--- src/rtl/dmem_lsu_ctrl.sv ---
// Load/store sequencer between the memory stage and a byte-lane data memory.
// Word-crossing accesses are split into two cycles when MISALIGN_SPLIT_EN is defined, otherwise they error.
module dmem_lsu_ctrl #(
  parameter int ADDR_W = 32,
  parameter int DATA_W = 32
) (
  input  logic              clk,
  input  logic              rst_n,
  input  logic              req_valid,
  output logic              req_ready,
  input  logic              req_we,
  input  logic [1:0]        req_size,
  input  logic              req_unsigned,
  input  logic [ADDR_W-1:0] req_addr,
  input  logic [DATA_W-1:0] req_wdata,
  output logic              rsp_valid,
  input  logic              rsp_ready,
  output logic [DATA_W-1:0] rsp_rdata,
  output logic              rsp_err,
  output logic [ADDR_W-1:0] daddr,
  output logic [DATA_W-1:0] dwdata,
  output logic [3:0]        we,
  input  logic [DATA_W-1:0] drdata
);

`ifdef MISALIGN_SPLIT_EN
  localparam bit SplitEn = 1'b1;
`else
  localparam bit SplitEn = 1'b0;
`endif

  typedef enum logic [1:0] {IDLE, ACC0, ACC1, RESP} state_e;

  state_e              state_q;
  logic [ADDR_W-1:0]   addr_q;
  logic [1:0]          size_q;
  logic                st_q;
  logic                uns_q;
  logic [DATA_W-1:0]   wdata_q;
  logic [DATA_W-1:0]   lo_q;
  logic                rsp_valid_q;
  logic                rsp_err_q;
  logic [DATA_W-1:0]   rsp_rdata_q;

  logic [7:0]          cur_mask;
  logic [2*DATA_W-1:0] wd64;
  logic [ADDR_W-1:0]   base;

  function automatic logic [7:0] lane_mask(input logic [1:0] off, input logic [1:0] size);
    logic [7:0] m;
    case (size)
      2'b00:   m = 8'b0000_0001;
      2'b01:   m = 8'b0000_0011;
      default: m = 8'b0000_1111;
    endcase
    return m << off;
  endfunction

  // True when the access spills into the following word (mask8[7:4] != 0).
  function automatic logic crosses(input logic [1:0] off, input logic [1:0] size);
    logic c;
    case (size)
      2'b00:   c = 1'b0;
      2'b01:   c = (off == 2'b11);
      default: c = (off != 2'b00);
    endcase
    return c;
  endfunction

  function automatic logic [DATA_W-1:0] load_ext(input logic [2*DATA_W-1:0] d64,
                                                 input logic [1:0]          off,
                                                 input logic [1:0]          size,
                                                 input logic                uns);
    logic [2*DATA_W-1:0] sh;
    logic [DATA_W-1:0]   r;
    sh = d64 >> {off, 3'b000};
    case (size)
      2'b00:   r = {{(DATA_W-8){~uns & sh[7]}}, sh[7:0]};
      2'b01:   r = {{(DATA_W-16){~uns & sh[15]}}, sh[15:0]};
      default: r = sh[DATA_W-1:0];
    endcase
    return r;
  endfunction

  assign cur_mask  = lane_mask(addr_q[1:0], size_q);
  assign wd64      = {{DATA_W{1'b0}}, wdata_q} << {addr_q[1:0], 3'b000};
  assign base      = {addr_q[ADDR_W-1:2], 2'b00};
  assign req_ready = (state_q == IDLE);
  assign rsp_valid = rsp_valid_q;
  assign rsp_rdata = rsp_rdata_q;
  assign rsp_err   = rsp_err_q;

  // Memory-side outputs decode from state, so an async reset clears we at once.
  always_comb begin
    daddr  = '0;
    dwdata = '0;
    we     = '0;
    case (state_q)
      ACC0: begin
        daddr  = base;
        dwdata = wd64[DATA_W-1:0];
        we     = st_q ? cur_mask[3:0] : 4'b0000;
      end
      ACC1: begin
        daddr  = base + ADDR_W'(4);
        dwdata = wd64[2*DATA_W-1:DATA_W];
        we     = st_q ? cur_mask[7:4] : 4'b0000;
      end
      default: ;
    endcase
  end

  always_ff @(posedge clk or negedge rst_n) begin
    if (!rst_n) begin
      state_q     <= IDLE;
      addr_q      <= '0;
      size_q      <= '0;
      st_q        <= 1'b0;
      uns_q       <= 1'b0;
      wdata_q     <= '0;
      lo_q        <= '0;
      rsp_valid_q <= 1'b0;
      rsp_err_q   <= 1'b0;
      rsp_rdata_q <= '0;
    end else begin
      case (state_q)
        IDLE: begin
          if (req_valid) begin
            addr_q  <= req_addr;
            size_q  <= req_size;
            st_q    <= req_we;
            uns_q   <= req_unsigned;
            wdata_q <= req_wdata;
            if (req_size == 2'b11 || (!SplitEn && crosses(req_addr[1:0], req_size))) begin
              state_q     <= RESP;
              rsp_valid_q <= 1'b1;
              rsp_err_q   <= 1'b1;
              rsp_rdata_q <= '0;
            end else begin
              state_q <= ACC0;
            end
          end
        end
        ACC0: begin
          if (!st_q) lo_q <= drdata;
          if (SplitEn && crosses(addr_q[1:0], size_q)) begin
            state_q <= ACC1;
          end else begin
            state_q     <= RESP;
            rsp_valid_q <= 1'b1;
            rsp_err_q   <= 1'b0;
            rsp_rdata_q <= st_q ? '0
                                : load_ext({{DATA_W{1'b0}}, drdata}, addr_q[1:0], size_q, uns_q);
          end
        end
        ACC1: begin
          state_q     <= RESP;
          rsp_valid_q <= 1'b1;
          rsp_err_q   <= 1'b0;
          rsp_rdata_q <= st_q ? '0 : load_ext({drdata, lo_q}, addr_q[1:0], size_q, uns_q);
        end
        RESP: begin
          if (rsp_ready) begin
            state_q     <= IDLE;
            rsp_valid_q <= 1'b0;
          end
        end
        default: state_q <= IDLE;
      endcase
    end
  end

endmodule

--- config.mk ---
export PLATFORM = sky130hd
export DESIGN_NAME = dmem_lsu_ctrl
export DESIGN_NICKNAME = d
export VERILOG_FILES = /design/src/rtl/dmem_lsu_ctrl.sv
export SDC_FILE = /design/constraint.sdc
export NUM_CORES = 1
export LEC_CHECK = 0
export BUFFER_PORTS_ARGS = -buffer_cell sky130_fd_sc_hd__buf_4
export CAP_MARGIN = 20
export CORE_MARGIN = 2
export CORE_UTILIZATION = 59
export CTS_CLUSTER_SIZE = 30
export DETAILED_ROUTE_END_ITERATION = 8
export PLACE_DENSITY = 0.92
export SLEW_MARGIN = 20
export SYNTH_ARGS = -nofsm -noshare
export SYNTH_HDL_FRONTEND = slang
export SYNTH_SLANG_ARGS = --single-unit
--- constraint.sdc ---
create_clock -name clk -period 5 [get_ports clk]
set_input_delay 0.5 -clock clk [delete_from_list [all_inputs] [get_ports clk]]
set_output_delay 0.5 -clock clk [all_outputs]
set_load 0.005 [all_outputs]
* Word level (Yosys, flattened, before mapping)
Cells that the tools add are included.
** Storage, ports and cells
- Flip-flop bits (word level) :: 136
- Bits of input ports :: 104
- Output and inout port bits :: 103
** Operators by class
- Add/subtract/negate cells :: 1
- Equality and inequality tests :: 10
- Shift operators :: 4
- Mux-type cells :: 25
- Bitwise gates (word level) :: 6
- Reductions and logical operators :: 14
** Operator list (count)
- 32-bit case mux with 2 select lines :: 4
- 32-bit 2-to-1 mux :: 4
- 32-bit case mux with 3 select lines :: 1
- 32-bit by 5-bit << shifter with 64-bit output :: 1
- 64-bit by 5-bit >> shifter with 32-bit output :: 1
- 32-bit by 3-bit adder with 32-bit output (second input constant) :: 1
- 32-bit by 5-bit >> shifter with 32-bit output :: 1
- 4-bit case mux with 2 select lines :: 2
- 3-bit AND reduction :: 3
- 2-bit equality test (second input constant) :: 4
- 4-bit 2-to-1 mux :: 2
- 8-bit by 2-bit << shifter with 8-bit output :: 1
- 2-bit by 1-bit equality test with 1-bit output (second input constant) :: 3
- 2-bit logical NOT :: 3
- 2-bit 2-to-1 mux :: 3
- 2-bit case mux with 3 select lines :: 1
- 2-bit AND reduction :: 3
- 1-bit 2-to-1 mux :: 5
- 1-bit AND :: 4
- 2-bit inequality test (second input constant) :: 2
- 1-bit case mux with 2 select lines :: 2
- 2-bit nonzero test :: 2
- 1-bit case mux with 3 select lines :: 1
- 3-bit nonzero test :: 1
- other kinds (4) :: 5

* Longest topological paths before layout
- Depth in word-level cells :: 8
- Mapped depth :: 9
- Mapped depth without buffers :: 7

* Worst setup path before layout
No wires, ideal clock.
- Path kind :: register -> output
- From :: register state_q[0]
- To :: output port daddr[27]
- Arrival time :: 1960 ps
- Required time :: 4500 ps
- Setup slack :: 2540 ps
- Cell stages (with the launch flop) :: 9
- Path through :: dfrtp_1 > inv_1 > ha_1 > clkbuf_1 > and2_1 > clkbuf_1 > clkbuf_1 > o21ai_0 > a31oi_1
** Between the ends
- Word-level cells in the longest chain between the ends :: 2
- Elaborated cells on any way between the ends :: 3
- Those cells by class :: eq/ne (2); mux (1)
** Ends and longest elaborated chain
- start: declaration :: RTL line 34 : state_e state_q;
- start signal: assignment :: RTL line 115 : state_q <= IDLE;
- start signal: assignment :: RTL line 135 : state_q <= RESP;
- start signal: assignment :: RTL line 140 : state_q <= ACC0;
- 2-bit equality test or 2-bit by 1-bit equality test with 1-bit output (tied branches) :: RTL line 98 : case (state_q)
- 32-bit case mux with 2 select lines (*) :: RTL line 98
- end: declaration :: RTL line 20 : output logic [ADDR_W-1:0] daddr,
Mark *: on every way between the ends. The rest lies on a longest branch, timed or not.

* Worst setup path after layout
- From :: register state_q[0]
- To :: output port daddr[25]
The elaborated chain is that of the path after synthesis.

==> reports/results.tsv <==
metric	value	unit
top post-synthesis cells by area	dfrtp_1 (38%), mux2_2 (11%), nand2_1 (8.6%), mux2i_1 (6.0%), o21ai_0 (4.4%)	
drt total wl	28.37	mm
DR vias	8999	
Core Area	14640	sq um
DRT Pass-1 Iters	8	
DP Worst Slack	1.979	ns
Synth Area in XOR/XNOR	0	%
Seq/Total Area, Yosys	38.27	%
Lkg Pwr	0.005179	uW
combinational power share	51.9	%
prevailing post-synth register cell	dfrtp_1	
clock latency on the worst-skew pair	0.43	ns
Startpoint Class	flip-flop	
Synth cell types	61	
Die Wd	126.8	um
Longest Clk Path Bufs	2	
crit-path max FO	24	
critical path cell sequence	inv_1 -> ha_1 -> nand2_1 -> or4_1 -> nand3_1 -> buf_4	
initial antenna violation count	0	
Setup TNS	0	ns
Post-synth EDFFs	0	
Pint	4153	uW
largest family of logic cells by synthesized area	multiplexers	
synthesized area	8892	sq um
R2R depth	7	
Via-to-Cell Ratio	6.656	
Synth Area in Adders	0.9849	%
Post-CTS Resized	0	
share of layout cells above drive strength 1	30.74	%
final setup margin	1.483	ns
PwrDens	679.9	nW/um^2
first-pass GRT wire length	44.47	mm
CTS buffer count	17	
Slew HR	28.09	%
asr flop ratio synth	100.0	%
Remaining DRCs	0	
CTS Sinks	136	
total power	7495	uW
Max Freq	284.3	MHz
cts hold-fix bufs	0	
Final period util	70.35	%
cell with the most instances after synthesis	nand2_1	
post-DP HPWL	19.92	mm
post-detailed-route wirelength per cell	20.98	um
Synth Area in Simple Gates	17.76	%
Worst VDD drop	389.5	uV
CP Capture Type	output port	
Sw Ratio	44.60	%
Worst Tran Pin Value	1.079	ns
CTS clock-pin slew for the worst setup and hold paths	0.06	ns
I/O pins	207	
Sequential Power Share	30.9	%
cell count after synthesis	998	
share of the synthesized area in the top cell type	38.27	%
Layout area overhead	23.98	%
clock skew	0.009725	ns
all-layer global routing usage	34.83	%
crit path DAT	3.02	ns
vias in the first global route	8799	
Post-Synthesis Mean Instance Area	8.910	sq um
routability cong.	0.9447	
global route overflow	0	
min cycle time layout	3.517	ns
setup bufs post-CTS	0	
Final Max Slew Viols	0	
Clock Power Share	17.2	%
Ys Warns	0	
largest net degree at the start of global routing	86	
fill count	1014	
Setup CP Type	reg2out	
leading area contributor after synthesis	dfrtp_1	
TritonCTS clock tree	done	
NetSw	3343	uW
synthesized flop and latch total	136	
port bufs	204	
Critical Path RT	4.50	ns
Max Cap Viol	0	
initial core utilization	60.72	%
HP Class	in2async	
Worst path slowest cell	or4_1	
mux share of post-synthesis cell area	19.90	%
final hold vios	0	
n_diodes	0	
initial DRC count	1000	
status	completed	
Final ANT Viol Nets	0	
unrepaired setup endpoints after global routing	false	
Critical Path Max Stage Delay	0.68	ns
DIE HEIGHT	126.8	um
Post-synth top cells	nand2_1 (204), dfrtp_1 (136), mux2_2 (84)	
FP Rows	44	
layout net count	1266	
Synth Area in Compound Gates	18.33	%
setup violators final	0	
root buf cell	clkbuf_16	
Die ar.	16070	sq um
H-tree levels	4	
==> cell usage in the layout, fill, tap and decap left out, types with 9 or more instances in the layout <==
master,count
a21oi_1,45
and3_1,16
a31oi_1,17
a211oi_1,10
buf_4,218
nand4_1,9
inv_1,13
nand3_1,19
mux2_2,84
nand2_1,203
o21ai_0,79
mux4_2,12
dfrtp_1,134
a22oi_1,25
clkbuf_16,17
mux2i_1,53
nor2_1,54
a22o_1,11
==> critical path, delay by kind of cell (launching register included) <==
family	cells	cell delay (ns)
and+or+nand+nor	3	1.36
buffers and inverters	2	0.22
adders and majority gates	1	0.59
DFF	1	0.42
==> cells by family (layout without fill, tap and decap cells) <==
kind of cell | after synthesis | count (layout)
compound gates | 252 | 252
fa+ha+maj | 7 | 7
flops | 136 | 136
other cells | 1 | 2
mux | 151 | 151
buf+inv | 96 | 265
simple gates | 355 | 355
==> sequential cells by signal, summed over array words and instances (netlist names), 2 cells and up <==
name	cells
size_q	2
lo_q	32
wdata_q	32
addr_q	32
rsp_rdata	32
state_q	2
==> worst paths after layout <==
path	start	to	slack [ns]
max reg2reg	state_q[0]	rsp_rdata[27]	1.94
min	rst_n	uns_q	0.11
min in group clk	drdata[10]	lo_q[10]	0.29
max in group asynchronous	rst_n	wdata_q[27]	3.71
max	state_q[0]	daddr[25]	1.48
min reg2reg	lo_q[1]	lo_q[1]	0.48
==> through the flow <==
step | instances | hold slack [ns] | utilization (%) | cell area [sq um]
2_1_floorplan | 999 | 0.2044 | - | 8896
3_3_place_gp | 1320 | 0.4498 | 71.14 | 10420
3_5_place_dp | 1320 | 0.4684 | 71.14 | 10420
4_1_cts | 1352 | 0.1598 | 75.28 | 11020
5_1_grt | 1352 | 0.1790 | 75.28 | 11020
6_report | 1352 | 0.1074 | 75.28 | 11020
==> cell type report <==
cell class / count / area, sq um / area share [%]
clock buffer: 20 / 466.7 / 4.233
inverter: 14 / 52.55 / 0.4767
sequential: 136 / 3408 / 30.92
timing repair buffer: 219 / 1648 / 14.95
tap: 184 / 230.2 / 2.088
multi-input combinational: 767 / 5079 / 46.07
clock inverter: 12 / 140.1 / 1.271
==> metal layers <==
| metal | up-vias | share of wire (%) | track usage (%) |
|---|---|---|---|
| met5 | - | 0 | 0 |
| met4 | 0 | 4.8 | 18.68 |
| met3 | 126 | 10 | 8.013 |
| met2 | 640 | 48 | 57.17 |
| met1 | 4298 | 37 | 43.00 |
| li1 | 3935 | - | - |
==> power by group through the flow <==
| stage | clock (uW) | sequential [uW] | combinational, uW |
|---|---|---|---|
| finish | 1290 | 2310 | 3890 |
| CTS | 1300 | 2280 | 3820 |
| global route | 1350 | 2380 | 4180 |
| global placement | 0 | 2250 | 3650 |
| floorplan | 0 | 1960 | 2730 |
| detailed placement | 0 | 2290 | 3780 |
No activity file was read; power rests on OpenSTA's default activity.
